==> config.mk <==
export PLATFORM = sky130hd
export DESIGN_NAME = pcie_trans_merge
export DESIGN_NICKNAME = d
export VERILOG_FILES = /design/src/rtl/pcie_trans_merge.sv
export SDC_FILE = /design/constraint.sdc
export NUM_CORES = 1
export LEC_CHECK = 0
export BUFFER_PORTS_ARGS = -buffer_cell sky130_fd_sc_hd__buf_2
export CAP_MARGIN = 20
export CORE_ASPECT_RATIO = 1.2
export CORE_MARGIN = 1.5
export CORE_UTILIZATION = 53
export DETAILED_ROUTE_END_ITERATION = 12
export PLACE_DENSITY = 0.72
export REMOVE_ABC_BUFFERS = 1
export SKIP_LAST_GASP = 1
export SYNTH_ARGS = -nofsm -noshare
export SYNTH_HDL_FRONTEND = slang
export SYNTH_SLANG_ARGS = --single-unit
==> constraint.sdc <==
create_clock -name clk -period 4.25 [get_ports clk]
set_clock_uncertainty 0.05 [all_clocks]
set_input_delay 0.85 -clock clk [delete_from_list [all_inputs] [get_ports clk]]
set_output_delay 0.85 -clock clk [all_outputs]
set_load 0.03 [all_outputs]
==> src/rtl/pcie_trans_merge.sv <==
// pcie_trans_merge
// Return-path merge: two producers (D0, D1) each fill a small ingress FIFO,
// a round-robin arbiter moves one word per cycle into a shared egress FIFO,
// and a single consumer pops the egress FIFO into a registered data_out.
//
// Ports
//   clk, reset          : rising-edge clock, asynchronous active-low reset
//   init                : hold FSM in INIT and reload thresholds while high
//   data_in0 / push_D0  : D0 producer word and write strobe
//   data_in1 / push_D1  : D1 producer word and write strobe
//   pop_out             : consumer pop of egress FIFO
//   Umbral_D_prob       : ingress almost-full threshold (count)
//   Umbral_O_prob       : egress almost-full threshold (count)
//   data_out            : last popped egress word (registered)
//   out_can_pop         : egress FIFO non-empty
//   D0_pause, D1_pause  : ingress count >= latched ingress threshold
//   Out_pause           : egress count >= latched egress threshold
//   error_out           : sticky overflow/underflow flag
//   idle_out            : FSM in IDLE
//   state, next_state   : current and combinational next FSM state
module pcie_trans_merge #(
    parameter int BITNUMBER = 6,
    parameter int LENGTH    = 4,
    parameter int IN_ADDR   = 2,
    parameter int OUT_ADDR  = 3
) (
    input  logic                 clk,
    input  logic                 reset,
    input  logic                 init,
    input  logic [BITNUMBER-1:0] data_in0,
    input  logic                 push_D0,
    input  logic [BITNUMBER-1:0] data_in1,
    input  logic                 push_D1,
    input  logic                 pop_out,
    input  logic [LENGTH-1:0]    Umbral_D_prob,
    input  logic [LENGTH-1:0]    Umbral_O_prob,
    output logic [BITNUMBER-1:0] data_out,
    output logic                 out_can_pop,
    output logic                 D0_pause,
    output logic                 D1_pause,
    output logic                 Out_pause,
    output logic                 error_out,
    output logic                 idle_out,
    output logic [3:0]           state,
    output logic [3:0]           next_state
);

    localparam int IN_DEPTH  = 1 << IN_ADDR;
    localparam int OUT_DEPTH = 1 << OUT_ADDR;
    localparam logic [IN_ADDR:0]  IN_FULL  = (IN_ADDR+1)'(IN_DEPTH);
    localparam logic [OUT_ADDR:0] OUT_FULL = (OUT_ADDR+1)'(OUT_DEPTH);

    typedef enum logic [3:0] {
        ST_RESET  = 4'd0,
        ST_INIT   = 4'd1,
        ST_IDLE   = 4'd2,
        ST_ACTIVE = 4'd3,
        ST_ERROR  = 4'd4
    } state_t;

    state_t                 state_q, state_d;
    logic [IN_ADDR:0]       cnt0_q, cnt0_d, cnt1_q, cnt1_d;
    logic [IN_ADDR-1:0]     wr0_q, rd0_q, wr1_q, rd1_q;
    logic [OUT_ADDR:0]      cntO_q, cntO_d;
    logic [OUT_ADDR-1:0]    wrO_q, rdO_q;
    logic [LENGTH-1:0]      thrD_q, thrO_q;
    logic                   prio_q;
    logic                   error_q;
    logic [BITNUMBER-1:0]   dout_q;
    logic [BITNUMBER-1:0]   mem0_q [IN_DEPTH];
    logic [BITNUMBER-1:0]   mem1_q [IN_DEPTH];
    logic [BITNUMBER-1:0]   memO_q [OUT_DEPTH];

    logic                   xferOn, empty0, empty1, emptyO;
    logic                   doXfer, srcSel, xfer0, xfer1, doPop;
    logic                   wrEn0, wrEn1, ovf0, ovf1, underflow, errNow;
    logic [BITNUMBER-1:0]   xferData;

    // Datapath enables. Transfers use registered counts, so a word pushed
    // this cycle cannot also be transferred this cycle. A full egress can
    // still accept a word when the consumer frees a slot on the same edge.
    // When only one ingress has data it is served; prio_q only breaks ties.
    always_comb begin
        xferOn    = (state_q == ST_IDLE) || (state_q == ST_ACTIVE);
        empty0    = (cnt0_q == '0);
        empty1    = (cnt1_q == '0);
        emptyO    = (cntO_q == '0);
        doXfer    = xferOn && (!empty0 || !empty1) && ((cntO_q != OUT_FULL) || pop_out);
        srcSel    = (!empty0 && !empty1) ? prio_q : empty0;
        xfer0     = doXfer && !srcSel;
        xfer1     = doXfer && srcSel;
        doPop     = xferOn && pop_out && !emptyO;
        underflow = xferOn && pop_out && emptyO;
        ovf0      = xferOn && push_D0 && (cnt0_q == IN_FULL) && !xfer0;
        ovf1      = xferOn && push_D1 && (cnt1_q == IN_FULL) && !xfer1;
        wrEn0     = xferOn && push_D0 && !ovf0;
        wrEn1     = xferOn && push_D1 && !ovf1;
        errNow    = ovf0 || ovf1 || underflow;
        xferData  = srcSel ? mem1_q[rd1_q] : mem0_q[rd0_q];
    end

    // Occupancy bookkeeping: simultaneous in/out on one FIFO leaves the count alone.
    always_comb begin
        cnt0_d = cnt0_q;
        if (wrEn0 && !xfer0)
            cnt0_d = cnt0_q + 1'b1;
        else if (!wrEn0 && xfer0)
            cnt0_d = cnt0_q - 1'b1;

        cnt1_d = cnt1_q;
        if (wrEn1 && !xfer1)
            cnt1_d = cnt1_q + 1'b1;
        else if (!wrEn1 && xfer1)
            cnt1_d = cnt1_q - 1'b1;

        cntO_d = cntO_q;
        if (doXfer && !doPop)
            cntO_d = cntO_q + 1'b1;
        else if (!doXfer && doPop)
            cntO_d = cntO_q - 1'b1;
    end

    // Control FSM next state. ACTIVE falls back to IDLE only once every FIFO
    // will be empty after this edge and no producer is pushing.
    always_comb begin
        state_d = state_q;
        case (state_q)
            ST_RESET:  state_d = ST_INIT;
            ST_INIT:   state_d = init ? ST_INIT : ST_IDLE;
            ST_IDLE: begin
                if (errNow)
                    state_d = ST_ERROR;
                else if (!empty0 || !empty1 || !emptyO || push_D0 || push_D1)
                    state_d = ST_ACTIVE;
            end
            ST_ACTIVE: begin
                if (errNow)
                    state_d = ST_ERROR;
                else if ((cnt0_d == '0) && (cnt1_d == '0) && (cntO_d == '0) &&
                         !push_D0 && !push_D1)
                    state_d = ST_IDLE;
            end
            default:   state_d = ST_ERROR;
        endcase
    end

    // All control state. Thresholds are sampled on every INIT cycle so the
    // value present when init drops is the one kept.
    always_ff @(posedge clk or negedge reset) begin
        if (!reset) begin
            state_q <= ST_RESET;
            cnt0_q  <= '0;
            cnt1_q  <= '0;
            cntO_q  <= '0;
            wr0_q   <= '0;
            rd0_q   <= '0;
            wr1_q   <= '0;
            rd1_q   <= '0;
            wrO_q   <= '0;
            rdO_q   <= '0;
            thrD_q  <= '0;
            thrO_q  <= '0;
            prio_q  <= 1'b0;
            error_q <= 1'b0;
            dout_q  <= '0;
        end else begin
            state_q <= state_d;
            cnt0_q  <= cnt0_d;
            cnt1_q  <= cnt1_d;
            cntO_q  <= cntO_d;
            if (state_q == ST_INIT) begin
                thrD_q <= Umbral_D_prob;
                thrO_q <= Umbral_O_prob;
            end
            if (wrEn0)
                wr0_q <= wr0_q + 1'b1;
            if (xfer0)
                rd0_q <= rd0_q + 1'b1;
            if (wrEn1)
                wr1_q <= wr1_q + 1'b1;
            if (xfer1)
                rd1_q <= rd1_q + 1'b1;
            if (doXfer) begin
                wrO_q  <= wrO_q + 1'b1;
                prio_q <= ~srcSel;
            end
            if (doPop) begin
                rdO_q  <= rdO_q + 1'b1;
                dout_q <= memO_q[rdO_q];
            end
            if (errNow)
                error_q <= 1'b1;
        end
    end

    // Storage arrays need no reset; emptiness is tracked by the counts.
    always_ff @(posedge clk) begin
        if (wrEn0)
            mem0_q[wr0_q] <= data_in0;
        if (wrEn1)
            mem1_q[wr1_q] <= data_in1;
        if (doXfer)
            memO_q[wrO_q] <= xferData;
    end

    // Pause flags are held low in RESET, where thresholds are still zero.
    assign D0_pause    = (state_q != ST_RESET) && (32'(cnt0_q) >= 32'(thrD_q));
    assign D1_pause    = (state_q != ST_RESET) && (32'(cnt1_q) >= 32'(thrD_q));
    assign Out_pause   = (state_q != ST_RESET) && (32'(cntO_q) >= 32'(thrO_q));
    assign out_can_pop = !emptyO;
    assign data_out    = dout_q;
    assign error_out   = error_q;
    assign idle_out    = (state_q == ST_IDLE);
    assign state       = state_q;
    assign next_state  = state_d;

endmodule

# Word level (Yosys, flattened, before mapping)
# Memories as Yosys holds them, arrays and structs flattened. A register that Yosys moved wholly into a read port is not among the register bits.
# Cells that the tools add are included.
[word_totals] ff_bits=38 ram_bits=96 mem_count=3
[op_classes] n_addsub=12 order_cmp=3 eq_ne=6 muxes=20 bitwise_logic=1 reduce_logical=60
[memory_table] name="memO_q" depth=8 width=6 read_ports=1 rd_ports_with_merged_regs=1 wr=1 line="72" source="logic [BITNUMBER-1:0] memO_q [OUT_DEPTH];"
[memory_table] name="mem0_q" depth=4 width=6 read_ports=1 rd_ports_with_merged_regs=0 wr=1 line="70" source="logic [BITNUMBER-1:0] mem0_q [IN_DEPTH];"
[memory_table] name="mem1_q" depth=4 width=6 read_ports=1 rd_ports_with_merged_regs=0 wr=1 line="71" source="logic [BITNUMBER-1:0] mem1_q [IN_DEPTH];"
[ops] op="$logic_and 1x1->1" n=29
[ops] op="$mux 4" n=6
[ops] op="$pmux 4 s4" n=1
[ops] op="$logic_not 1->1" n=15
[ops] op="$add 3x1->3 const B" n=4
[ops] op="$logic_not 3->1" n=4
[ops] op="$logic_not 4->1" n=3
[ops] op="$mux 3" n=4
[ops] op="$add 2x1->2 const B" n=4
[ops] op="$eq 4x2->1 const B" n=2
[ops] op="$ge 3x4->1" n=2
[ops] op="$logic_or 1x1->1" n=8
[ops] op="$mux 1" n=7
[ops] op="$eq 3x3->1 const B" n=2
[ops] op="$mux 6" n=1
[ops] op="$sub 3x1->3 const B" n=2
[ops] op="$add 4x1->4 const B" n=1
[ops] op="$eq 4x1->1 const B" n=1
[ops] op="$ge 4x4->1" n=1
[ops] op="$ne 4x4->1 const B" n=1
[ops] op="$reduce_bool 4->1" n=1
[ops] op="$sub 4x1->4 const B" n=1
[ops] op="$mux 2" n=1
[ops] op="$not 1->1" n=1

# Depth between registers and ports, before layout
# Gate-level depths: netlist of the first run.
[logic_depth] depth_word=22 mapped_depth=10 ltp_nobuf=10

# Worst setup path after synthesis of the first run
# No wires, ideal clock.
[synth_path] path_kind="register -> output" startpoint="register cntO_q[0]" endpoint="output next_state[0]" arrival_time_ns=2.703 t_required_ns=3.350 slack_ns=0.647 path_stages_with_launch=11 path_cell_list="dfrtp_1 inv_1 ha_1 nor3b_1 inv_1 nand3_2 or2_1 o22ai_1 xor2_1 nor4_1 a41oi_1"
[synth_between] elab_cells_between_ends=52 classes_between="add/sub: 2; eq/ne: 1; mux: 11; reduce/logical: 38"
[synth_rtl] element="start: declaration" line="64" source="logic [OUT_ADDR:0] cntO_q, cntO_d;"
[synth_rtl] element="start signal: assignment" line="170" source="cntO_q <= cntO_d;"
[synth_rtl] element="$logic_not 4->1 (*)" line="87" source="emptyO = (cntO_q == '0);"
[synth_rtl] element="$logic_not 1->1 (*)"
[synth_rtl] element="via out_can_pop" line="38" source="output logic out_can_pop,"
[synth_rtl] element="$logic_and 1x1->1 (*)" line="92" source="doPop = xferOn && pop_out && !emptyO;"
[synth_rtl] element="$logic_and 1x1->1 / $logic_not 1->1 (equally long branches)" line="119, 117"
[synth_rtl] element="$mux 4 / $logic_and 1x1->1 (equally long branches)" line="119, 117"
[synth_rtl] element="$mux 4 (*)" line="117" source="if (doXfer && !doPop)"
[synth_rtl] element="via cntO_d[3]" line="64"
[synth_rtl] element="$logic_not 4->1 (*)" line="139" source="else if ((cnt0_d == '0) && (cnt1_d == '0) && (cntO_d == '0) &&"
[synth_rtl] element="$logic_and 1x1->1 (*) (2 in a row)" line="139"
[synth_rtl] element="$logic_and 1x1->1 (*)" line="140" source="!push_D0 && !push_D1)"
[synth_rtl] element="$mux 4 (*)" line="139"
[synth_rtl] element="$mux 4 (*)" line="137" source="if (errNow)"
[synth_rtl] element="$pmux 4 s4 (*)" line="127" source="case (state_q)"
[synth_rtl] element="end: declaration" line="45" source="output logic [3:0] next_state"
# Mark *: on every way through the listed nets, which the timed path passes. The rest lies on a longest branch.

# Final worst setup path of the first run
[layout_path] startpoint="register cntO_q[1]" endpoint="output next_state[0]"
[layout_between] elab_cells_between_ends=52 classes_between="add/sub: 2; eq/ne: 1; mux: 11; reduce/logical: 38"
[layout_rtl] element="$ne 4x4->1" line="88" source="doXfer = xferOn && (!empty0 || !empty1) && ((cntO_q != OUT_FULL) || pop_out);"
[layout_rtl] element="$logic_or 1x1->1" line="88"
[layout_rtl] element="$logic_and 1x1->1" line="88"
[layout_rtl] element="$logic_not 1->1" line="119" source="else if (!doXfer && doPop)"
[layout_rtl] element="$logic_and 1x1->1" line="119"
[layout_rtl] element="$mux 4" line="119"
[layout_rtl] element="$mux 4 (*)" line="117"
[layout_rtl] element="via cntO_d[3]" line="64"
[layout_rtl] element="$logic_not 4->1 (*)" line="139"
[layout_rtl] element="$logic_and 1x1->1 (*) (2 in a row)" line="139"
[layout_rtl] element="$logic_and 1x1->1 (*)" line="140"
[layout_rtl] element="$mux 4 (*)" line="139"
[layout_rtl] element="$mux 4 (*)" line="137"
[layout_rtl] element="$pmux 4 s4 (*)" line="127"
# Marked as above.

==> results.json, run 1 <==
{
  "status": "complete, no violations",
  "clkTransAtPathRegs_ns": 0.06,
  "ys_types": 56,
  "critical_path_class": "reg -> out",
  "synth_edf_count": 96,
  "finalNetCount": 523,
  "clock_latency_ns": 0.41,
  "die_w_um": 102,
  "drtIter0Drc": 231,
  "fin_crit_ns": 4.03,
  "area_growth_pct": 16.8,
  "h-tree-depth": 4,
  "combPwrFrac_pct": 4.1,
  "end_kind": "output pin",
  "dr_wl_met3_um": 321,
  "tightest_slew_ns": 0.985,
  "numCtsBuffers": 17,
  "drive_above_1_share_pct": 27.4,
  "clockBufferDepth": 2,
  "grt_setup_unrepaired": "false",
  "n_antenna_cell": 0,
  "drt-met1-wl_mm": 4.60,
  "first_pass_iters": 4,
  "finalNonFillerCells": 638,
  "portBuffers": 44,
  "fill_cells": 845,
  "initial_core_util_pct": 54.3,
  "rows": 43,
  "grt_first_pass_wirelength_mm": 18.0,
  "hold_ws_ns": 0.198,
  "synth_top_family_by_area": "multiplexers",
  "yosysWarningCount": 0,
  "cts_num_sinks": 140,
  "clkPwrFrac_pct": 48.2,
  "place_hpwl_mm": 7.88,
  "yosys_most_used_dff": "edfxtp_1",
  "placedCellCount": 604,
  "mostFrequentLayoutCells": "edfxtp_1 (96), dfrtp_1 (44), buf_2 (44)",
  "ys_seq_elements": 140,
  "ant_nets": 0,
  "cts_hold_buf": 0,
  "synth-compound-area-share_pct": 6.01,
  "vias": 3469,
  "crit_fanout": 16,
  "drc_errors": 0,
  "setup_tns_ns": 0,
  "layout_commonest_cell": "edfxtp_1",
  "drv_cap": 0,
  "switching_share_pct": 21.2,
  "overflow": 0,
  "yosysSeqAreaShare_pct": 63.4,
  "routed-wl-met2_mm": 5.97,
  "die_height_um": 122,
  "first_global_vias": 3615,
  "internal-power_mw": 2.46,
  "grt.total_usage_pct": 19.6,
  "p_leak_nw": 2.85,
  "regArea_um2": 3980,
  "cp.arrival_ns": 3.13,
  "antenna_found_initial": 0,
  "routed.top_layer": "met4",
  "cts_setup_buffers": 0,
  "syn_inst": 411,
  "io_pins": 46,
  "period_share_pct": 94.8,
  "gp_congestion": 0.928,
  "grt_max_degree": 45,
  "wire_per_inst_um": 17.3,
  "vdd_drop_max_v": 0.000249,
  "wl_mm": 11.0,
  "setup_viol": 0,
  "design.core.area_um2": 11600,
  "cp-start-kind": "flip-flop",
  "tritoncts": "built",
  "ff2ff_path_depth": 10,
  "avgSynthCellArea_um2": 15.3,
  "slew_viol_final": 0,
  "die_area_um2": 12500,
  "multi_input_comb_area_um2": 2190,
  "synth_xor_area_share_pct": 2.37,
  "synth-simple-area-share_pct": 8.74,
  "fmax_mhz": 248,
  "cts_root_buf": "clkbuf_16",
  "timing.final.hold_violations": 0,
  "max-slew-margin-rel_pct": 33.9,
  "synthArstFlopShare_pct": 31.4,
  "muxShareOfSynthArea_pct": 11.5,
  "switchingPower_mw": 0.662,
  "synth_fa_ha_area_share_pct": 5.77,
  "worstPathRequired_ns": 3.35,
  "via_per_inst": 5.44,
  "power_frac_seq_pct": 47.7,
  "p_per_area_nw_per_um2": 425,
  "min_path_type": "in -> async",
  "netlist_area_um2": 6280,
  "post-route-util_pct": 63.4
}
stage by stage:
step                      total power [mW]  setup slack [ns]  instance area, um2
after floorplan                       1.59             0.553                6240
after global placement                1.64             0.440                6680
after detailed placement              1.64             0.330                6680
after CTS                             3.15            0.0325                7290
after global routing                  3.24           0.00156                7340
final                                 3.12             0.219                7340
routing by layer:
metal,up-vias,GRT usage (%)
met4,0,7.36
li1,1661,-
met2,54,33.4
met3,12,5.01
met1,1742,24.1
met5,-,0
synthesized netlist by cell type, drive strengths merged, types with 4 or more instances:
cell type,number,area (um2)
edfxtp,96,2880
dfrtp,44,1100
ha,29,363
nand2,28,108
mux4,24,541
inv,22,82.6
o21ai,19,95.1
xnor2,15,131
nor2,14,52.6
nor3,12,60.1
mux2,10,113
nand2b,10,65.1
a21oi,9,48.8
and2,9,56.3
buf,7,33.8
mux2i,7,70.1
a21o,6,45.0
clkbuf,5,18.8
nand3,5,30.0
nand4,4,25.0
critical path, cell delays in order (launching register included):
cell and delay (ns):
dfrtp_1 0.42, inv_1 0.12, ha_1 0.25, nor3b_4 0.18, inv_1 0.20, nand3_4 0.20
or2_1 0.33, o22ai_1 0.17, xor2_1 0.12, nor4_2 0.33, a41oi_1 0.19, clkbuf_4 0.22
what timing repair did:
item | 4_1_cts | 5_1_grt
pin swaps | 0 | 0
endpoints found under the setup margin | 1 | 1
resized for setup | 1 | 5
hold endpoints to repair | 0 | 0
sequential cells by signal (all words and copies together), names as in the netlist, 4 cells and up:
signal	count
memO_q	48
mem0_q	24
mem1_q	24
data_out	6
cntO_q	4
state	4
thrD_q	4
thrO_q	4
power by group through the flow:
stage / combinational, mW / sequential (mW) / clock, mW
3_5_place_dp: 0.127 / 1.52 / 0
6_report: 0.129 / 1.49 / 1.50
3_3_place_gp: 0.121 / 1.51 / 0
5_1_grt: 0.148 / 1.49 / 1.60
4_1_cts: 0.129 / 1.49 / 1.53
2_1_floorplan: 0.0762 / 1.51 / 0
kinds of logic after synthesis:
logic type | after synthesis
flops | 140
simple gates | 99
compound gates | 50
mux | 41
buf+inv | 34
fa+ha+maj | 29
xor+xnor | 17
other cells | 1
area by class of cell:
type,instances,area share (%)
sequential,140,54.3
multi-input combinational,238,29.9
clock buffer,17,5.80
timing repair buffer,49,3.68
tap,157,2.68
clock inverter,15,2.52
inverter,22,1.13
path summary, 6_finish.rpt:
kind / endpoint / start / slack, ns
min: data_out[2] / reset / 0.20
max: next_state[0] / cntO_q[1] / 0.22
max reg2reg: state[0] / cntO_q[1] / 1.54
max in group asynchronous: cnt1_q[1] / reset / 3.50
min in group clk: data_out[0] / data_out[0] / 0.42
min reg2reg: data_out[0] / data_out[0] / 0.42
Power figures use the tool's default switching activity.
==> run 2, diff against run 1 <==
--- a/config.mk
+++ b/config.mk
@@ -9,9 +9,9 @@
 export CAP_MARGIN = 20
 export CORE_ASPECT_RATIO = 1.2
 export CORE_MARGIN = 1.5
-export CORE_UTILIZATION = 53
+export CORE_UTILIZATION = 55
 export DETAILED_ROUTE_END_ITERATION = 12
-export PLACE_DENSITY = 0.72
+export PLACE_DENSITY = 0.74
 export REMOVE_ABC_BUFFERS = 1
 export SKIP_LAST_GASP = 1
 export SYNTH_ARGS = -nofsm -noshare
==> run 2 against run 1 <==
  * Power shrank 1.3%
  * Flip-flop and latch count did not move
  * Register-to-register slack lost 0.04 ns
  * Highest routed layer unchanged
==> results.json, run 2 (synthesis gave the netlist of run 1 again) <==
{
  "status": "complete, no violations",
  "end_kind": "output pin",
  "grt_setup_unrepaired": "false",
  "fmax_mhz": 249,
  "placed_cell_area_um2": 6680,
  "r2r_setup_slack_ns": 1.50,
  "timing.final.hold_violations": 0,
  "die_w_um": 101,
  "cts_root_buf": "clkbuf_16",
  "place_hpwl_mm": 7.67,
  "grt_first_pass_wirelength_mm": 18.2,
  "design.core.area_um2": 11100,
  "gp_congestion": 0.899,
  "slew_viol_final": 0,
  "holdPathEnd": "error_out",
  "grt.total_usage_pct": 20.4,
  "min_path_type": "reg -> reg",
  "regMostFlops": "memO_q",
  "clock_latency_ns": 0.42,
  "finalNonFillerCells": 637,
  "critical_path_class": "reg -> out",
  "wire_per_inst_um": 17.5,
  "p_leak_nw": 2.85,
  "mostFrequentLayoutCells": "edfxtp_1 (96), dfrtp_1 (44), buf_2 (43)",
  "reg.largest.list": "memO_q (48), mem0_q (24), mem1_q (24)",
  "grt_max_degree": 45,
  "h-tree-depth": 4,
  "tritoncts": "built",
  "vdd_drop_max_v": 0.000277,
  "hold_depth": 1,
  "setup_viol": 0,
  "cts_num_sinks": 140,
  "drv_cap": 0,
  "overflow": 0,
  "cp.arrival_ns": 3.12,
  "drc_errors": 0,
  "area_growth_pct": 16.5,
  "hold_ws_ns": 0.426,
  "post-route-util_pct": 66.0,
  "n_antenna_cell": 0,
  "drtIter0Drc": 179,
  "rows": 42,
  "layout_setup_ws_ns": 0.230,
  "largest_reg_flops": 48,
  "period_share_pct": 94.6,
  "io_pins": 46,
  "first_global_vias": 3557,
  "placedCellCount": 602,
  "clockBufferDepth": 2,
  "design_area_um2": 7320,
  "setup_tns_ns": 0,
  "numCtsBuffers": 17,
  "layout_commonest_cell": "edfxtp_1",
  "tightest_slew_ns": 1.06,
  "antenna_found_initial": 0,
  "clkTransAtPathRegs_ns": 0.06,
  "max-slew-margin-rel_pct": 28.7,
  "vias": 3462,
  "via_per_inst": 5.43,
  "initial_core_util_pct": 56.7,
  "worstHoldStart": "error_out",
  "total_power_mw": 3.08,
  "cp-start-kind": "flip-flop",
  "pre_cts_slack_ns": 0.353,
  "crit_fanout": 9,
  "p_per_area_nw_per_um2": 421,
  "ff2ff_path_depth": 6,
  "wl_mm": 11.2,
  "drive_above_1_share_pct": 28.0,
  "first_pass_iters": 4,
  "ant_nets": 0,
  "timing.rr.end": "memO_q[4][3]",
  "finalNetCount": 525,
  "timing.rr.start": "cnt0_q[0]",
  "portBuffers": 44,
  "die_area_um2": 12100,
  "fin_crit_ns": 4.02,
  "worstPathRequired_ns": 3.35,
  "die_height_um": 120
}
==> run 2: how the worst max path moves through the flow <==
stage          slack (ns)            end  cells past startpoint       from
4_1_cts              0.01  next_state[0]                     11  cntO_q[0]
3_3_place_gp         0.45  next_state[0]                     11  cntO_q[0]
2_1_floorplan        0.55  next_state[0]                     10  cntO_q[0]
3_5_place_dp         0.35  next_state[0]                     11  cntO_q[0]
5_1_grt             0.006  next_state[0]                      9  cntO_q[1]
6_report             0.23  next_state[0]                     11  cnt0_q[0]
==> run 2: final cells by class <==
type | count | area [um2]
clock buffers | 18 | 429
clock inverters | 14 | 161
fillers | 792 | 3770
inverters | 22 | 82.6
multi-input cells | 238 | 2200
flip-flops and latches | 140 | 3980
well taps | 154 | 193
repair buffers | 51 | 275
==> run 2: worst max-delay path: stages (launching register included) <==
cell and delay (ns):
dfrtp_1 0.41, inv_1 0.16, ha_1 0.26, and2b_2 0.24, and4b_1 0.23, a311oi_4 0.29
buf_4 0.22, a21oi_1 0.09, xnor2_1 0.22, nor2_1 0.07, a41oi_1 0.26, clkbuf_4 0.25
==> run 2: power by group <==
part	switching [mW]	leakage, nW	internal, mW
registers	0.00895	1.40	1.48
logic	0.0825	1.17	0.0472
clock network	0.586	0.279	0.876
total	0.678	2.85	2.40
==> run 2: what timing repair did <==
action / in CTS / in global routing
resized for setup: 2 / 6
hold buffers: 0 / 0
endpoints found under the setup margin: 1 / 1
gates cloned: 0 / 0
buffers inserted: 0 / 3
endpoints found under the hold margin: 0 / 0
pin swaps: 0 / 1
==> run 2: metal layers <==
layer	up-vias	wire length, um	track usage (%)
li1	1666	-	-
met4	0	187	7.75
met3	16	281	5.77
met2	47	5870	33.4
met5	-	0	0
met1	1733	4810	25.8
